--- src/rtl/fifo_wr_arbiter.sv ---
// fifo_wr_arbiter
//   Round-robin arbiter for the single FIFO write port, shared by NUM_REQ
//   valid/ready producers. Each grant carries at most MAX_BURST beats. The
//   block also drives the FIFO read strobe for one consumer and tracks
//   occupancy, so the FIFO never overflows or underflows.
//
// Ports
//   clk, reset             clock (rising edge); asynchronous active-high reset
//   req_valid/req_data     producer i beat and data (slice [i*DATA_W +: DATA_W])
//   req_ready              one-hot strobe: beat of the granted producer accepted
//   wr_en/data_in          FIFO write strobe and write data
//   rd_req                 consumer asks for one entry
//   rd_en                  FIFO read strobe
//   data_out               FIFO read data, valid the cycle after rd_en
//   rd_valid/rd_data       read data returned to the consumer
//   count/full/empty       registered occupancy and its decodes
//   grant_valid/grant_id   arbiter holds a grant / current grantee
module fifo_wr_arbiter #(
    parameter int NUM_REQ    = 4,
    parameter int DATA_W     = 8,
    parameter int FIFO_DEPTH = 16,
    parameter int MAX_BURST  = 4,
    localparam int GID_W     = (NUM_REQ > 1) ? $clog2(NUM_REQ) : 1,
    localparam int CNT_W     = $clog2(FIFO_DEPTH + 1),
    localparam int BEAT_W    = $clog2(MAX_BURST + 1)
) (
    input  logic                       clk,
    input  logic                       reset,
    input  logic [NUM_REQ-1:0]         req_valid,
    input  logic [NUM_REQ*DATA_W-1:0]  req_data,
    output logic [NUM_REQ-1:0]         req_ready,
    output logic                       wr_en,
    output logic [DATA_W-1:0]          data_in,
    input  logic                       rd_req,
    output logic                       rd_en,
    input  logic [DATA_W-1:0]          data_out,
    output logic                       rd_valid,
    output logic [DATA_W-1:0]          rd_data,
    output logic [CNT_W-1:0]           count,
    output logic                       full,
    output logic                       empty,
    output logic                       grant_valid,
    output logic [GID_W-1:0]           grant_id
);

    typedef enum logic {
        IDLE  = 1'b0,
        GRANT = 1'b1
    } state_t;

    state_t             state_q, state_d;
    logic [GID_W-1:0]   grant_id_q, grant_id_d;
    logic [GID_W-1:0]   rr_ptr_q, rr_ptr_d;
    logic [BEAT_W-1:0]  beat_cnt_q, beat_cnt_d;
    logic [CNT_W-1:0]   count_q, count_d;
    logic               rd_valid_q, rd_valid_d;

    logic [GID_W-1:0]   rr_pick;
    logic               rr_found;
    logic [GID_W-1:0]   rr_cand;
    int                 rr_idx;
    logic [DATA_W-1:0]  grant_data;
    logic               beat;

    // Successor of a producer index, wrapping at NUM_REQ (which need not be a
    // power of two).
    function automatic logic [GID_W-1:0] wrap_inc(input logic [GID_W-1:0] id);
        return (id == GID_W'(NUM_REQ - 1)) ? '0 : id + 1'b1;
    endfunction

    // Round-robin search: first valid requester at or above rr_ptr, wrapping.
    always_comb begin
        rr_found = 1'b0;
        rr_pick  = rr_ptr_q;
        rr_cand  = '0;
        rr_idx   = 0;
        for (int k = 0; k < NUM_REQ; k++) begin
            rr_idx  = (int'(rr_ptr_q) + k) % NUM_REQ;
            rr_cand = GID_W'(rr_idx);
            if (!rr_found && req_valid[rr_cand]) begin
                rr_found = 1'b1;
                rr_pick  = rr_cand;
            end
        end
    end

    // Data slice of the current grantee.
    always_comb begin
        grant_data = '0;
        for (int i = 0; i < NUM_REQ; i++) begin
            if (GID_W'(i) == grant_id_q) begin
                grant_data = req_data[i*DATA_W +: DATA_W];
            end
        end
    end

    // A beat needs the grantee's valid and room in the FIFO; a read in the
    // same cycle does not free room for it (no bypass).
    assign beat = (state_q == GRANT) && req_valid[grant_id_q] && !full;

    // Arbitration FSM: next state, grant bookkeeping.
    always_comb begin
        state_d    = state_q;
        grant_id_d = grant_id_q;
        rr_ptr_d   = rr_ptr_q;
        beat_cnt_d = beat_cnt_q;
        case (state_q)
            IDLE: begin
                if (rr_found) begin
                    state_d    = GRANT;
                    grant_id_d = rr_pick;
                    beat_cnt_d = '0;
                end
            end
            GRANT: begin
                // While full the grant is frozen: no beat, no release.
                if (!full) begin
                    if (beat && (beat_cnt_q != BEAT_W'(MAX_BURST - 1))) begin
                        beat_cnt_d = beat_cnt_q + 1'b1;
                    end else begin
                        // Either the grantee dropped valid or the burst is
                        // complete with this beat.
                        state_d  = IDLE;
                        rr_ptr_d = wrap_inc(grant_id_q);
                    end
                end
            end
            default: state_d = IDLE;
        endcase
    end

    // Write-side outputs are combinational with the beat.
    always_comb begin
        req_ready = '0;
        if (beat) begin
            req_ready[grant_id_q] = 1'b1;
        end
    end

    assign wr_en   = beat;
    assign data_in = beat ? grant_data : '0;

    // Read side and occupancy.
    assign empty      = (count_q == '0);
    assign full       = (count_q == CNT_W'(FIFO_DEPTH));
    assign rd_en      = rd_req && !empty;
    assign rd_valid_d = rd_en;

    always_comb begin
        count_d = count_q;
        case ({wr_en, rd_en})
            2'b10:   count_d = count_q + 1'b1;
            2'b01:   count_d = count_q - 1'b1;
            default: count_d = count_q;
        endcase
    end

    // Register stage.
    always_ff @(posedge clk or posedge reset) begin
        if (reset) begin
            state_q    <= IDLE;
            grant_id_q <= '0;
            rr_ptr_q   <= '0;
            beat_cnt_q <= '0;
            count_q    <= '0;
            rd_valid_q <= 1'b0;
        end else begin
            state_q    <= state_d;
            grant_id_q <= grant_id_d;
            rr_ptr_q   <= rr_ptr_d;
            beat_cnt_q <= beat_cnt_d;
            count_q    <= count_d;
            rd_valid_q <= rd_valid_d;
        end
    end

    assign count       = count_q;
    assign grant_valid = (state_q == GRANT);
    assign grant_id    = grant_id_q;
    assign rd_valid    = rd_valid_q;
    assign rd_data     = rd_valid_q ? data_out : '0;

endmodule

--- config.mk ---
export PLATFORM = sky130hd
export DESIGN_NAME = fifo_wr_arbiter
export DESIGN_NICKNAME = d
export VERILOG_FILES = /design/src/rtl/fifo_wr_arbiter.sv
export SDC_FILE = /design/constraint.sdc
export NUM_CORES = 1
export LEC_CHECK = 0
export BUFFER_PORTS_ARGS = -buffer_cell sky130_fd_sc_hd__buf_2
export CAP_MARGIN = 15
export CORE_ASPECT_RATIO = 1.5
export CORE_MARGIN = 8
export CORE_UTILIZATION = 44
export DETAILED_ROUTE_END_ITERATION = 16
export PLACE_DENSITY = 0.8
export SYNTH_ARGS = -nofsm -noshare
export SYNTH_HDL_FRONTEND = slang
export SYNTH_SLANG_ARGS = --single-unit
--- constraint.sdc ---
create_clock -name clk -period 3.2 [get_ports clk]
set_input_delay 0.48 -clock clk [delete_from_list [all_inputs] [get_ports clk]]
set_output_delay 0.48 -clock clk [all_outputs]
set_load 0.01 [all_outputs]
==> flow_summary.yaml, run 1 <==
sta:
  final.min_clock_period_ns: 2.84
  max_slew.worst_pin.slew_ns: 0.617
  finalWorstSetupSlack_ns: 0.364
  hold_viol: 0
  fmax_mhz: 353
  skew_ns: 0.00188
  min_period_over_period_pct: 88.6
  rsz0062_at_grt: "false"
  max-slew-margin-rel_pct: 58.9
  finalMaxSlewViolations: 0
  setup_viol: 0
  final.setup.tns_ns: 0
layout:
  final_area_mm2: 0.00185
  drive_gt1_share_pct: 40.7
  fillers: 316
  nets: 305
  layout_common_cells: "buf_2, inv_1, a21oi_1, o21ai_0, nand2_1"
  post-route-util_pct: 60.3
  area_delta_synth_final_pct: 33.6
  final_common_cell: "buf_2"
  n_antenna_cell: 0
power_and_ir_drop:
  pwr-share-seq_pct: 21.5
  combPwrFrac_pct: 68.4
  p_per_area_mw_per_mm2: 948
  p_leak_nw: 0.993
  peakVddDrop_mv: 0.611
  p_sw_mw: 0.824
  switching_share_pct: 47.0
  p_int_mw: 0.929
  p_clk_share_pct: 10.1
global_route:
  first_global_vias: 1444
  antenna_found_initial: 0
  met3_usage_pct: 4.13
  grt_max_degree: 19
  grt_use_met2_pct: 28.1
  grt_pass1_wl_um: 6440
  grt_most_used_layer: "met2"
  grt_use_met1_pct: 16.0
  grt_use_total_pct: 15.5
  overflow: 0
setup_path:
  cp_slowest_cell: "mux4_2"
  end_kind: "register"
  required_ns: 3.30
  cpPeakStageDelay_ns: 0.61
  worstPathMaxFanout: 9
  crit_chain: "mux4_2 -> o211ai_2 -> ha_1 -> ha_1 -> nor2b_1 -> o21a_1 -> o311ai_0 -> o311ai_0"
  worstPathArrival_ns: 2.94
  worstSetupStartpointType: "register"
  critPathKind: "register to register"
clocking:
  cts.repair.resized: 0
  clk_latency_ns: 0.25
  cts_root_buf: "clkbuf_8"
  cts_tree: "done"
  cts_buffers: 3
  clockBufferDepth: 2
  ctsHoldBuffers: 0
  cts_setup_buffers: 0
  clk_pin_slew_ns: 0.06
  htree_levels: 1
  cts.sinks: 14
routing:
  first_pass_iters: 4
  wl_per_cell_um: 14.4
  viasPerCell: 5.09
  vias: 1456
  drt-total-wl_um: 4110
  ant_nets: 0
  drtIter0Drc: 67
  drc: 0
synth:
  netlist_area_mm2: 0.00138
  synth-main-ff-cell: "dfrtp_1"
  ys_seq_elements: 14
  synth_warnings: 0
  synth-edff-count: 0
  yosys.area.top_type: "dfrtp_1"
  async_reset_ff_share_pct: 100
  synth.distinct_cells: 39
  seq_area_frac_synth_pct: 25.3
  syn-num-nets: 229
  avgSynthCellArea_um2: 8.09
  synth.top_cell.area_share_pct: 25.3
  synthCells: 171
  synth_area_leaders: "dfrtp_1, ha_1, a21oi_1"
hold_path:
  min_path_type: "input pin to asynchronous set/reset pin"
placement:
  dp_slack_ns: 0.318
  port-buffer-count: 79
  placed_area_mm2: 0.00179
  place.gp.congestion: 0.767
  hpwl_um: 3310
flow_run:
  cap_violations: 0
floorplanning:
  ios: 80
  dieWidth_um: 61.8
  die_area_mm2: 0.00523
  core_mm2: 0.00307
  die_y_um: 84.7
  rows: 25
  initial_utilization_pct: 45.1
outcome:
  outcome: "finished, final reports clean"
cell families (layout without fill, tap and decap cells):
group / after synthesis / in the layout / share of synthesized area [%]
compound gates: 58 / 58 / 29.1
simple gates: 51 / 51 / 19.4
buf+inv: 29 / 104 / 8.50
flops: 14 / 14 / 25.3
fa+ha+maj: 11 / 11 / 10.5
mux: 5 / 5 / 5.24
xor+xnor: 3 / 3 / 1.90
synthesized netlist by cell type, types with 2 or more instances:
cell type  number
inv_1          20
a21oi_1        17
nand2_1        15
o21ai_0        15
dfrtp_1        14
ha_1           10
nor2_1          9
and2_1          8
clkbuf_1        6
nor2b_1         6
a211o_1         4
a221oi_1        4
a22oi_1         4
and3_2          4
o211ai_1        4
or2_2           3
buf_4           2
mux2_4          2
mux2i_1         2
o311ai_0        2
xor2_1          2
sequential cells by signal, summed over array words and instances, names as in the netlist:
signal / count
beat_cnt_q: 3
count: 5
grant_id: 2
grant_valid: 1
rd_valid: 1
rr_ptr_q: 2
layer usage:
metal	part of all wire, %	vias up
li1	-	751
met1	39	642
met2	49	60
met3	10	3
met4	0.83	0
met5	0	-
through the flow:
step	total power, mW	std cells	hold WS, ns
floorplan	1.24	171	0.369
global placement	1.57	282	0.487
detailed placement	1.59	282	0.500
CTS	1.78	286	0.285
global route	1.93	286	0.307
finish	1.75	286	0.264
area by class of cell:
cell class,count,area (µm²),share of cell area (%)
Multi-Input combinational cell,128,916,49.5
Timing Repair Buffer,80,403,21.8
Sequential cell,14,350,18.9
Inverter,20,75.1,4.06
Clock buffer,4,55.1,2.98
Tap cell,40,50.0,2.71
final timing paths:
check	startpoint	end	slack (ns)	cells past startpoint
worst max-delay path	grant_id[0]	count[4]	0.36	8
worst min-delay path	reset	count[1]	0.26	2
worst max register to register	grant_id[0]	count[4]	0.36	8
worst min register to register	beat_cnt_q[0]	beat_cnt_q[0]	0.51	1
max in group asynchronous	reset	rr_ptr_q[1]	2.58	2
min in group clk	beat_cnt_q[0]	beat_cnt_q[0]	0.51	1
power groups by stage:
stage / Combinational, mW / Clock, mW / Sequential (mW)
after detailed placement: 1.21 / 0 / 0.380
after floorplan: 0.875 / 0 / 0.368
final: 1.20 / 0.176 / 0.377
after CTS: 1.22 / 0.179 / 0.377
after global routing: 1.35 / 0.185 / 0.391
after global placement: 1.20 / 0 / 0.373
critical path, delay by kind of cell, from the launching register on:
| family | cells | cell delay [ns] |
|---|---|---|
| AO/OA/AOI/OAI | 4 | 0.78 |
| adder cells (fa/ha/maj) | 2 | 0.63 |
| multiplexers | 1 | 0.61 |
| flip-flops | 1 | 0.52 |
| AND/OR/NAND/NOR | 1 | 0.15 |
Note: power is estimated with default switching activity, not from simulation.
==> run 2, diff against run 1 <==
--- a/config.mk
+++ b/config.mk
@@ -9,9 +9,11 @@
 export CAP_MARGIN = 15
 export CORE_ASPECT_RATIO = 1.5
 export CORE_MARGIN = 8
-export CORE_UTILIZATION = 44
+export CORE_UTILIZATION = 45
+export CTS_BUF_LIST = sky130_fd_sc_hd__clkbuf_4
+export CTS_CLUSTER_SIZE = 16
 export DETAILED_ROUTE_END_ITERATION = 16
-export PLACE_DENSITY = 0.8
+export PLACE_DENSITY = 0.82
 export SYNTH_ARGS = -nofsm -noshare
 export SYNTH_HDL_FRONTEND = slang
 export SYNTH_SLANG_ARGS = --single-unit
==> flow_summary.yaml, run 2 (synthesis gave the netlist of run 1 again) <==
clocking:
  cts_root_buf: "clkbuf_4"
  cts_setup_buffers: 0
  clk_pin_slew_ns: 0.08
  ctsHoldBuffers: 0
  cts.repair.resized: 0
  clockBufferDepth: 2
  htree_levels: 1
  cts_buffers: 3
  cts.sinks: 14
  cts_tree: "done"
  clk_latency_ns: 0.28
setup_path:
  crit_buf_inv: 0
  required_ns: 3.33
  worstPathArrival_ns: 3.02
  worstSetupStartpointType: "register"
  end_kind: "register"
  critPathKind: "register to register"
  cp_top_family: "compound AO/OA/AOI/OAI gates"
  cp_slowest_cell: "mux4_2"
  worstPathMaxFanout: 9
  cpPeakStageDelay_ns: 0.62
  crit_chain: "mux4_2 -> o211ai_2 -> ha_1 -> ha_1 -> nor2b_1 -> o21a_1 -> o311ai_0 -> o311ai_0"
sta:
  max-slew-margin-rel_pct: 61.3
  min_period_over_period_pct: 90.3
  fmax_mhz: 346
  hold_viol: 0
  final.min_clock_period_ns: 2.89
  rsz0062_at_grt: "false"
  final.setup.tns_ns: 0
  finalMaxSlewViolations: 0
  setup_viol: 0
  max_slew.worst_pin.slew_ns: 0.580
  skew_ns: 0.00371
routing:
  ant_nets: 0
  drc: 0
  drt-total-wl_um: 4100
  vias: 1466
  viasPerCell: 5.14
  first_pass_iters: 4
  drtIter0Drc: 85
  wl_per_cell_um: 14.4
power_and_ir_drop:
  p_leak_nw: 0.979
  p_per_area_mw_per_mm2: 925
  peakVddDrop_mv: 0.742
floorplanning:
  die_y_um: 83.9
  initial_utilization_pct: 47.5
  ios: 80
  rows: 24
  dieWidth_um: 61.3
  die_area_mm2: 0.00514
  core_mm2: 0.00291
flow_run:
  cap_violations: 0
global_route:
  grt_pass1_wl_um: 6530
  grt_use_total_pct: 15.7
  first_global_vias: 1427
  grt_max_degree: 19
  antenna_found_initial: 0
  overflow: 0
layout:
  largest_reg_flops: 5
  layout_common_cells: "buf_2, inv_1, a21oi_1, o21ai_0, nand2_1"
  drive_gt1_share_pct: 40.2
  nets: 305
  n_antenna_cell: 0
  area_delta_synth_final_pct: 31.5
  final_area_mm2: 0.00182
  final_common_cell: "buf_2"
placement:
  hpwl_um: 3350
  placed_area_mm2: 0.00179
  place.gp.congestion: 0.822
  port-buffer-count: 79
hold_path:
  min_path_type: "input pin to asynchronous set/reset pin"
outcome:
  outcome: "finished, final reports clean"
[run 2: cell count changes in the layout (fill, tap and decap cells not counted), sizes merged]
cell,change
clkinv,+1
clkbuf,-1
[run 2: layout make-up]
type	count	area (µm²)
clock buffer	3	22.5
clock inverter	1	3.75
fill	277	1090
inverter	20	75.1
multi-input combinational	128	916
sequential	14	350
tap	39	48.8
timing repair buffer	80	403
[run 2: worst paths after layout]
kind	start	endpoint	slack (ns)	cells past startpoint
max	grant_id[0]	count[4]	0.31	8
min	reset	count[2]	0.21	2
max reg2reg	grant_id[0]	count[4]	0.31	8
min reg2reg	beat_cnt_q[0]	beat_cnt_q[0]	0.51	1
max in group asynchronous	reset	beat_cnt_q[0]	2.64	2
min in group clk	rd_req	rd_valid	0.50	2
[run 2: per-layer routing]
layer,GRT usage (%),part of all wire [%]
met2,27.6,48
met4,4.48,1.0
met1,16.7,38
met5,0,0
met3,5.09,13
[run 2: through the flow]
step / hold WS, ns / power, mW / std cells / worst slack (ns) / util, %
floorplan: 0.369 / 1.24 / 171 / 0.292 / -
global placement: 0.499 / 1.57 / 281 / 0.390 / 61.6
detailed placement: 0.490 / 1.59 / 281 / 0.328 / 61.6
CTS: 0.229 / 1.70 / 285 / 0.330 / 62.5
global route: 0.260 / 1.87 / 285 / 0.0366 / 62.5
finish: 0.214 / 1.68 / 285 / 0.311 / 62.5
[run 2: power breakdown]
part	internal [mW]	leakage, nW	switching, mW
Sequential	0.263	0.171	0.111
Clock	0.0452	0.0154	0.0545
Combinational	0.557	0.793	0.651
==> run 3, diff against run 2 <==
--- a/config.mk
+++ b/config.mk
@@ -5,6 +5,7 @@
 export SDC_FILE = /design/constraint.sdc
 export NUM_CORES = 1
 export LEC_CHECK = 0
+export ABC_AREA = 1
 export BUFFER_PORTS_ARGS = -buffer_cell sky130_fd_sc_hd__buf_2
 export CAP_MARGIN = 15
 export CORE_ASPECT_RATIO = 1.5
@@ -13,7 +14,7 @@
 export CTS_BUF_LIST = sky130_fd_sc_hd__clkbuf_4
 export CTS_CLUSTER_SIZE = 16
 export DETAILED_ROUTE_END_ITERATION = 16
-export PLACE_DENSITY = 0.82
+export PLACE_DENSITY = 0.81
 export SYNTH_ARGS = -nofsm -noshare
 export SYNTH_HDL_FRONTEND = slang
 export SYNTH_SLANG_ARGS = --single-unit
==> flow_summary.yaml, run 3 <==
outcome:
  outcome: "finished, final reports clean"
floorplanning:
  ios: 80
  dieWidth_um: 62.4
  initial_utilization_pct: 46.4
  die_area_mm2: 0.00533
  core_mm2: 0.00313
  die_y_um: 85.5
  rows: 25
layout:
  area_delta_synth_final_pct: 29.9
  largest_reg_flops: 5
  ff_latch_area_um2: 350
  multi_input_area_um2: 938
  drive_gt1_share_pct: 31.3
  final_common_cell: "buf_2"
  nets: 363
  n_antenna_cell: 0
  fin_cells: 344
  fillers: 298
  layout_common_cells: "buf_2, nand2_1, o21ai_0, inv_1, a21oi_1"
power_and_ir_drop:
  p_per_area_mw_per_mm2: 1000
  p_leak_nw: 1.11
  peakVddDrop_mv: 0.587
sta:
  max_slew.worst_pin.slew_ns: 0.509
  rsz0062_at_grt: "false"
  max-slew-margin-rel_pct: 66.0
  setup_viol: 0
  final.min_clock_period_ns: 2.76
  whs_ns: 0.220
  skew_ns: 0.00172
  min_period_over_period_pct: 86.2
  hold_viol: 0
  fmax_mhz: 362
  final.setup.tns_ns: 0
  finalMaxSlewViolations: 0
synth:
  synth_area_leaders: "dfrtp_1, nand2_1, o21ai_0"
  synthCells: 228
  synth.distinct_cells: 29
  synth-edff-count: 0
  synth-main-ff-cell: "dfrtp_1"
  seq_area_frac_synth_pct: 24.2
  synth_common_cells: "nand2_1, o21ai_0, inv_1, a21oi_1, nor2_1"
  synthMostInstantiatedCell: "nand2_1"
  ys_seq_elements: 14
  netlist_area_mm2: 0.00145
  async_reset_ff_share_pct: 100
  synth_warnings: 0
  syn-num-nets: 286
  yosys.area.top_type: "dfrtp_1"
  synth.top_cell.area_share_pct: 24.2
  avgSynthCellArea_um2: 6.36
global_route:
  grt_use_total_pct: 15.7
  first_global_vias: 1611
  antenna_found_initial: 0
  overflow: 0
  grt_max_degree: 19
  grt_pass1_wl_um: 7150
setup_path:
  reg2reg_depth: 14
  critPathKind: "register to register"
  r2r-end: "count[4]"
  rrSetupSlack_ns: 0.44
  worstPathArrival_ns: 2.96
  rr_startpoint: "count[1]"
  worstSetupStartpointType: "register"
  end_kind: "register"
  worstPathMaxFanout: 12
  required_ns: 3.40
placement:
  dp.cells: 340
  place.gp.congestion: 0.867
  port-buffer-count: 79
  hpwl_um: 3580
clocking:
  cts_setup_buffers: 0
  clockBufferDepth: 2
  cts_buffers: 3
  ctsHoldBuffers: 0
  cts.sinks: 14
  clk_latency_ns: 0.27
  cts.repair.resized: 0
  htree_levels: 1
  cts_root_buf: "clkbuf_4"
  cts_tree: "done"
  clk_pin_slew_ns: 0.07
flow_run:
  cap_violations: 0
routing:
  ant_nets: 0
  vias: 1695
  drtIter0Drc: 44
  first_pass_iters: 4
  viasPerCell: 4.93
  wl_per_cell_um: 12.6
  drc: 0
  drt-total-wl_um: 4340
hold_path:
  min_path_type: "input pin to asynchronous set/reset pin"
[run 3: changes by cell type in the layout (fill, tap and decap cells not counted), sizes merged, moves of 4 or more]
cell and delta:
a22oi -4, o21ai +21, o211ai -5, nor2b -6, nand3 +13, and2 -8
nor2 +10, inv +12, and3 -4, a211o -4, nand2 +49, a221oi -4
[run 3: critical path, stage by stage, from the launching register on]
cell      delay [ns]
dfrtp_1         0.44
nor4_1          0.44
nand2_1         0.12
inv_1           0.13
nor2_4          0.08
inv_1           0.15
ha_1            0.26
inv_1           0.11
fa_1            0.41
nor2_1          0.12
a211oi_1        0.06
nand2_1         0.06
nand2_1         0.04
nor2_1          0.11
xor2_1          0.15
[run 3: layout make-up]
cell class                 count  share of cell area [%]
clock buffer                   3                    1.20
clock inverter                 1                   0.199
inverter                      33                    6.57
tap                           40                    2.66
multi-input combinational    174                    49.8
sequential                    14                    18.6
timing repair buffer          79                    21.0
[run 3: kinds of logic (layout without fill, tap and decap cells)]
logic type | after synthesis | count (layout) | synth area share, %
and+or+nand+nor | 101 | 101 | 30.5
buffers and inverters | 40 | 116 | 11.1
xor gates and xnor gates | 3 | 3 | 1.81
adders and majority gates | 11 | 11 | 10.0
DFF | 14 | 14 | 24.2
AOI/OAI and AO/OA | 59 | 59 | 22.3
[run 3: per-stage QoR]
stage	instance area [µm²]	utilization [%]	setup slack, ns	total power, mW
6_report	1880	60.2	0.441	1.89
5_1_grt	1880	60.2	0.193	2.13
4_1_cts	1880	60.2	0.447	1.91
3_5_place_dp	1860	59.4	0.357	1.80
3_3_place_gp	1860	59.4	0.437	1.78
2_1_floorplan	1450	-	0.751	1.43
[run 3: metal layers]
layer / global-route usage [%] / up-vias / wire length, µm
met5: 0 / - / 0
met4: 5.42 / 0 / 59
li1: - / 889 / -
met1: 16.9 / 746 / 1870
met3: 3.00 / 7 / 228
met2: 29.6 / 53 / 2190
[run 3: worst max path at each step]
stage / from / endpoint / slack (ns) / cells after the start
floorplan: count[1] / count[4] / 0.75 / 14
global placement: req_valid[1] / count[4] / 0.44 / 17
detailed placement: req_valid[1] / count[4] / 0.36 / 17
CTS: grant_id[0] / count[4] / 0.45 / 15
global route: grant_id[0] / count[4] / 0.19 / 15
finish: count[1] / count[4] / 0.44 / 14
[run 3: where the power goes]
group	internal [mW]	total, mW	switching (mW)	leakage [nW]
combinational	0.536	1.41	0.874	0.928
sequential	0.265	0.387	0.123	0.171
clock	0.0452	0.0963	0.0511	0.0154
total	0.846	1.89	1.05	1.11
